<file path="config.mk">
export PLATFORM = sky130hd
export DESIGN_NAME = pe_incha_multi
export DESIGN_NICKNAME = d
export VERILOG_FILES = /design/src/rtl/pe_incha_multi.sv
export SDC_FILE = /design/constraint.sdc
export NUM_CORES = 2
export LEC_CHECK = 0
export BUFFER_PORTS_ARGS = -buffer_cell sky130_fd_sc_hd__clkbuf_2
export CAP_MARGIN = 5
export CORE_ASPECT_RATIO = 1.1
export CORE_UTILIZATION = 45
export CTS_BUF_LIST = sky130_fd_sc_hd__clkbuf_8
export CTS_CLUSTER_SIZE = 10
export DETAILED_ROUTE_END_ITERATION = 16
export SLEW_MARGIN = 5
export SYNTH_ARGS = -nofsm -noshare
export SYNTH_HDL_FRONTEND = slang
export SYNTH_SLANG_ARGS = --single-unit
</file>
<file path="constraint.sdc">
create_clock -name clk -period 8.6 [get_ports clk]
set_input_delay 0.86 -clock clk [delete_from_list [all_inputs] [get_ports clk]]
set_output_delay 0.86 -clock clk [all_outputs]
set_load 0.01 [all_outputs]
</file>
<file path="src/rtl/pe_incha_multi.sv">
// pe_incha_multi: NUM_MACC-lane input-channel PE with Q8.8 requantisation; `define PE_SAT_FLAG_EN adds o_sat
module pe_incha_multi #(
    parameter int IN_CHANNEL  = 2,
    parameter int OUT_CHANNEL = 4,
    parameter int KERNEL_0    = 3,
    parameter int KERNEL_1    = 3,
    parameter int NUM_MACC    = 2,
    parameter     OUTPUT_MODE = "relu",
    localparam int N  = IN_CHANNEL * KERNEL_0 * KERNEL_1,
    localparam int OW = (OUTPUT_MODE == "relu") ? 8 : 16
) (
    input  logic                      clk,
    input  logic                      rst_n,
    input  logic [8*N-1:0]            i_data,
    input  logic                      i_valid,
    output logic                      pe_ready,
    output logic                      pe_ack,
    output logic [OW*OUT_CHANNEL-1:0] o_data,
    output logic                      o_valid,
    input  logic                      o_ready,
    input  logic                      weight_wr_en,
    input  logic [31:0]               weight_wr_addr,
    input  logic [15:0]               weight_wr_data
`ifdef PE_SAT_FLAG_EN
    ,
    output logic [OUT_CHANNEL-1:0]    o_sat
`endif
);
    localparam int  G    = OUT_CHANNEL / NUM_MACC;
    localparam bit  RELU = (OUTPUT_MODE == "relu");
    localparam int  KW   = (N > 1) ? $clog2(N) : 1;
    localparam int  GW   = (G > 1) ? $clog2(G) : 1;
    localparam int  CW   = (OUT_CHANNEL > 1) ? $clog2(OUT_CHANNEL) : 1;
    localparam int  AW   = 16 + $clog2(N);
    localparam int  YW   = AW + 18;
    localparam logic signed [YW-1:0] HI = RELU ? 127 : 32767;
    localparam logic signed [YW-1:0] LO = RELU ? 0 : -32768;

    typedef enum logic [1:0] {IDLE, MACC, POST, OUT} state_t;

    state_t                 state_q, state_d;
    logic [KW-1:0]          k_q, k_d;
    logic [GW-1:0]          g_q, g_d;
    logic signed [AW-1:0]   acc_q [NUM_MACC];
    logic signed [AW-1:0]   acc_d [NUM_MACC];
    logic signed [7:0]      x_q [N];
    logic signed [7:0]      x_d [N];
    logic [OW-1:0]          obuf_q [OUT_CHANNEL];
    logic [OW-1:0]          obuf_d [OUT_CHANNEL];
    logic signed [15:0]     coeff_q, coeff_d;
`ifdef PE_SAT_FLAG_EN
    logic [OUT_CHANNEL-1:0] sat_q, sat_d;
    logic                   clip [NUM_MACC];
`endif

    logic signed [7:0]      kern_mem [OUT_CHANNEL][N];
    logic signed [15:0]     bias_mem [OUT_CHANNEL];

    logic [7:0]             wr_type, wr_ch, wr_pos;
    logic                   wr_ok, kern_we, bias_we;
    logic [CW-1:0]          lane_ch [NUM_MACC];
    logic signed [15:0]     prod [NUM_MACC];
    logic [OW-1:0]          res [NUM_MACC];
    logic                   unused_addr;

    assign wr_type     = weight_wr_addr[31:24];
    assign wr_ch       = weight_wr_addr[23:16];
    assign wr_pos      = weight_wr_addr[15:8];
    assign unused_addr = ^weight_wr_addr[7:0];
    assign wr_ok       = weight_wr_en && state_q == IDLE;
    assign kern_we     = wr_ok && wr_type == 8'd0 && 32'(wr_ch) < OUT_CHANNEL && 32'(wr_pos) < N;
    assign bias_we     = wr_ok && wr_type == 8'd1 && 32'(wr_ch) < OUT_CHANNEL;
    assign coeff_d     = (wr_ok && wr_type == 8'd2) ? weight_wr_data : coeff_q;

    assign pe_ready = state_q == IDLE;
    assign pe_ack   = pe_ready && i_valid;
    assign o_valid  = state_q == OUT;
`ifdef PE_SAT_FLAG_EN
    assign o_sat    = sat_q;
`endif

    // Weight and bias storage: written only while idle, never reset
    always_ff @(posedge clk) begin
        if (kern_we) kern_mem[wr_ch[CW-1:0]][wr_pos[KW-1:0]] <= weight_wr_data[7:0];
        if (bias_we) bias_mem[wr_ch[CW-1:0]] <= weight_wr_data;
    end

    // Per-lane datapath: MAC product and requantised, clamped result of the current group
    always_comb begin : lane_dp
        logic signed [YW-1:0] y, r;
        for (int l = 0; l < NUM_MACC; l++) begin
            lane_ch[l] = CW'(int'(g_q) * NUM_MACC + l);
            prod[l]    = kern_mem[lane_ch[l]][k_q] * x_q[k_q];
            y          = YW'(acc_q[l]) * YW'(coeff_q) + (YW'(bias_mem[lane_ch[l]]) <<< 8);
            r          = (y + YW'(128)) >>> 8;
            res[l]     = (r > HI) ? OW'(HI) : (r < LO) ? OW'(LO) : OW'(r);
`ifdef PE_SAT_FLAG_EN
            clip[l]    = (r > HI) || (!RELU && r < LO);
`endif
        end
    end

    // Control FSM: accept window, sweep groups through MACC/POST, hold result in OUT
    always_comb begin
        state_d = state_q;
        k_d     = k_q;
        g_d     = g_q;
        acc_d   = acc_q;
        x_d     = x_q;
        obuf_d  = obuf_q;
`ifdef PE_SAT_FLAG_EN
        sat_d   = sat_q;
`endif
        case (state_q)
            IDLE: if (i_valid) begin
                for (int p = 0; p < N; p++) x_d[p] = i_data[8*p +: 8];
                for (int l = 0; l < NUM_MACC; l++) acc_d[l] = '0;
                k_d     = '0;
                g_d     = '0;
                state_d = MACC;
            end
            MACC: begin
                for (int l = 0; l < NUM_MACC; l++) acc_d[l] = acc_q[l] + AW'(prod[l]);
                k_d     = k_q + 1'b1;
                state_d = (k_q == KW'(N - 1)) ? POST : MACC;
            end
            POST: begin
                for (int l = 0; l < NUM_MACC; l++) begin
                    obuf_d[lane_ch[l]] = res[l];
`ifdef PE_SAT_FLAG_EN
                    sat_d[lane_ch[l]]  = clip[l];
`endif
                end
                if (g_q == GW'(G - 1)) begin
                    state_d = OUT;
                end else begin
                    for (int l = 0; l < NUM_MACC; l++) acc_d[l] = '0;
                    g_d     = g_q + 1'b1;
                    k_d     = '0;
                    state_d = MACC;
                end
            end
            OUT: state_d = o_ready ? IDLE : OUT;
            default: state_d = IDLE;
        endcase
    end

    // State registers with asynchronous active-low reset
    always_ff @(posedge clk or negedge rst_n) begin
        if (!rst_n) begin
            state_q <= IDLE;
            k_q     <= '0;
            g_q     <= '0;
            coeff_q <= 16'sh0100;
            for (int l = 0; l < NUM_MACC; l++) acc_q[l] <= '0;
            for (int p = 0; p < N; p++) x_q[p] <= '0;
            for (int c = 0; c < OUT_CHANNEL; c++) obuf_q[c] <= '0;
`ifdef PE_SAT_FLAG_EN
            sat_q   <= '0;
`endif
        end else begin
            state_q <= state_d;
            k_q     <= k_d;
            g_q     <= g_d;
            coeff_q <= coeff_d;
            acc_q   <= acc_d;
            x_q     <= x_d;
            obuf_q  <= obuf_d;
`ifdef PE_SAT_FLAG_EN
            sat_q   <= sat_d;
`endif
        end
    end

    // Flatten the output buffer onto o_data
    always_comb begin
        for (int c = 0; c < OUT_CHANNEL; c++) o_data[OW*c +: OW] = obuf_q[c];
    end
endmodule
</file>
==> results.sh <==
export IMPL_grt_pass1_wl_mm=263
export IMPL_drc=0
export IMPL_track_usage_pct=22.4
export IMPL_wirelength_mm=166
export IMPL_ys_types=96
export IMPL_wl_per_cell_um=21.3
export IMPL_endpoint_kind="register"
export IMPL_grt_max_degree=147
export IMPL_crit_type="reg -> reg"
export IMPL_skew_ns=0.0565
export IMPL_first_pass_iters=5
export IMPL_status="completed"
export IMPL_drv_slew=0
export IMPL_io_buffers=223
export IMPL_hpwlAfterDp_mm=124
export IMPL_cts_root_buf="clkbuf_8"
export IMPL_rsz0062_at_grt="no"
export IMPL_cp_data_arrival_time_ns=8.70
export IMPL_finalCriticalPeriod_ns=7.99
export IMPL_ys_flop_type="edfxtp_1"
export IMPL_coreArea_um2=150000
export IMPL_synth_edff_count=640
export IMPL_ys_seq_area_share_pct=37.2
export IMPL_numCtsBuffers=148
export IMPL_critPathMaxFanout=22
export IMPL_fp_dieW_um=373
export IMPL_rr_startpoint="g_q"
export IMPL_drv_cap=0
export IMPL_area_growth_pct=9.75
export IMPL_finalSetupViolCount=0
export IMPL_place_gp_congestion=0.860
export IMPL_avgSynthCellArea_um2=12.4
export IMPL_htree_levels=4
export IMPL_overflow=0
export IMPL_nFillCells=13200
export IMPL_instances_no_fill=7789
export IMPL_rows=149
export IMPL_ctsHoldBuffers=0
export IMPL_multi_input_area_um2=38500
export IMPL_die_height_um=410
export IMPL_ios=232
export IMPL_detail_route_antenna_nets=0
export IMPL_via_count=41900
export IMPL_syn_inst=5465
export IMPL_final_nets=7088
export IMPL_fin_crit_sh_pct=92.9
export IMPL_clock_path_buffers=3
export IMPL_die_area_um2=153000
export IMPL_synth_warnings=0
export IMPL_tightest_slew_ns=1.26
export IMPL_critPathLaunch="g_q"
export IMPL_cp_required_ns=9.30
export IMPL_hp_class="in -> async"
export IMPL_clkSinkCount=882
export IMPL_syn_nets=6838
export IMPL_first_global_vias=45700
export IMPL_fin_hold_ws_ns=0.0460
export IMPL_cts_tree="built"
export IMPL_startpoint_type="register"
export IMPL_max_freq_ghz=0.125
export IMPL_dp_cells=7523
export IMPL_finalHoldViolations=0
export IMPL_register_area_um2=25300
export IMPL_drive_above_1_share_pct=17.0
export IMPL_relSlewSlack_pct=15.7
export IMPL_viasPerCell=5.38
export IMPL_start_util_pct=45.3
export IMPL_antenna_found_initial=11
export IMPL_synth_cell_area_um2=68000
export IMPL_ys_async_sr_fraction_pct=27.4
export IMPL_drt_iter0_markers=2821
export IMPL_clk_latency_ns=0.87
export IMPL_ys_ff_latch=882
export IMPL_r2r_slack_ns=0.61
export IMPL_timing_setup_tns_ns=0
export IMPL_clk_pin_slew_ns=0.06
layout make-up:
class / instances / share of cell area [%]
tap: 1963 / 3.29
multi-input combinational: 3465 / 51.6
inverter: 874 / 4.39
timing repair buffer: 344 / 3.06
antenna: 4 / 0.0134
clock inverter: 101 / 0.922
clock buffer: 156 / 2.88
sequential: 882 / 33.9
stage by stage:
stage | setup WS [ns] | cell area, um2 | utilization [%]
floorplan | 0.592 | 68000 | -
global placement | 0.526 | 71800 | 47.8
detailed placement | 0.497 | 71800 | 47.8
CTS | 0.432 | 74600 | 49.7
global route | 0.129 | 74600 | 49.7
finish | 0.609 | 74700 | 49.7
synth_stat cells, types with 6 or more instances:
cell	instances	share of area, %
a2111oi_0	12	0.15
a211oi_1	16	0.18
a21boi_0	6	0.066
a21o_1	23	0.25
a21oi_1	132	0.97
a21oi_2	6	0.077
a31oi_1	17	0.16
and2_1	316	2.9
buf_1	14	0.077
buf_2	47	0.35
clkbuf_1	177	0.98
dfrtp_1	241	8.9
edfxtp_1	640	28
fa_1	900	26
ha_1	276	5.1
inv_1	869	4.8
mux2_2	198	3.3
mux2i_1	37	0.54
mux4_2	197	6.5
nand2_1	546	3.0
nand2b_1	22	0.20
nand3_1	37	0.27
nand4_1	19	0.17
nor2_1	262	1.4
nor2b_1	15	0.14
nor3_1	42	0.31
nor3b_1	12	0.13
nor4_1	11	0.10
o2111ai_1	7	0.090
o211ai_1	13	0.14
o21a_1	10	0.11
o21ai_0	94	0.69
o21ai_1	14	0.10
o21bai_1	7	0.077
o22ai_1	17	0.16
o31ai_1	11	0.12
or2_2	9	0.083
or3_1	7	0.064
xnor2_1	57	0.73
xor2_1	23	0.30
kinds of logic after synthesis:
group	after synthesis	synth area share, %
DFF	882	37.2
buffers and inverters	1118	6.29
AOI/OAI and AO/OA	441	4.24
adders and majority gates	1176	31.6
and+or+nand+nor	1336	9.37
muxes	432	10.3
xor gates and xnor gates	80	1.03
layer usage:
layer	global-route usage [%]	part of all wire, %
met1	29.3	42
met2	38.7	50
met3	2.98	4.9
met4	6.72	2.5
met5	0	0.013
final timing paths:
check	endpoint	cells past startpoint
min in group clk	x_q[30]	2
worst max register to register	acc_q[39]	25
max in group asynchronous	x_q[136]	2
worst max-delay path	acc_q[39]	25
worst min-delay path	o_data[4]	1
worst min register to register	o_data[11]	2
sequential cells by signal, indices dropped and copies added, names as in the netlist:
register and count:
x_q 144, kern_mem 576, state_q 2, o_data 32, k_q 5, bias_mem 64, acc_q 42, coeff_q 16
g_q 1
layout by cell type (no fill, tap or decap), types with 10 or more instances in the layout:
cell type and count:
inv_1 921, fa_1 900, edfxtp_1 640, nand2_1 546, and2_1 316, ha_1 276, nor2_1 259, dfrtp_1 236
clkbuf_2 216, mux2_2 198, mux4_2 197, clkbuf_8 156, a21oi_1 131, buf_4 101, o21ai_0 90, xnor2_1 57
nor3_1 40, nand3_1 37, mux2i_1 37, a21o_1 23, xor2_1 23, nand2b_1 22, buf_12 20, nand4_1 19
clkinv_1 19, o21ai_1 17, o22ai_1 17, a31oi_1 17, a211oi_1 16, nor2b_1 15, o211ai_1 13, a2111oi_0 12
nor3b_1 12, nor4_1 11, o31ai_1 11, o21a_1 10
worst max-delay path: stages (launching register included):
cell and delay [ns]:
dfrtp_4 0.52, buf_4 0.16, buf_12 0.16, buf_12 0.19, mux4_2 0.37, mux2i_1 0.07
o22ai_1 0.23, a21oi_1 0.12, o21ai_0 0.76, and2_1 0.74, fa_1 0.56, fa_1 0.51
inv_1 0.06, fa_1 0.54, inv_1 0.05, fa_1 0.43, ha_1 0.28, ha_1 0.31
a21boi_0 0.15, o21ai_0 0.23, a21boi_0 0.18, o2111ai_1 0.27, a31oi_1 0.19, a21o_1 0.22
a211o_1 0.28, a32o_1 0.23
timing repair:
item / 4_1_cts / 5_1_grt
gates resized for setup: 0 / 1
setup buffers: 0 / 5
setup endpoints to repair: 0 / 2
Power is left out: the tool's default activity adds up to more than one toggle a clock period on the data nets, which glitch-free logic cannot reach.
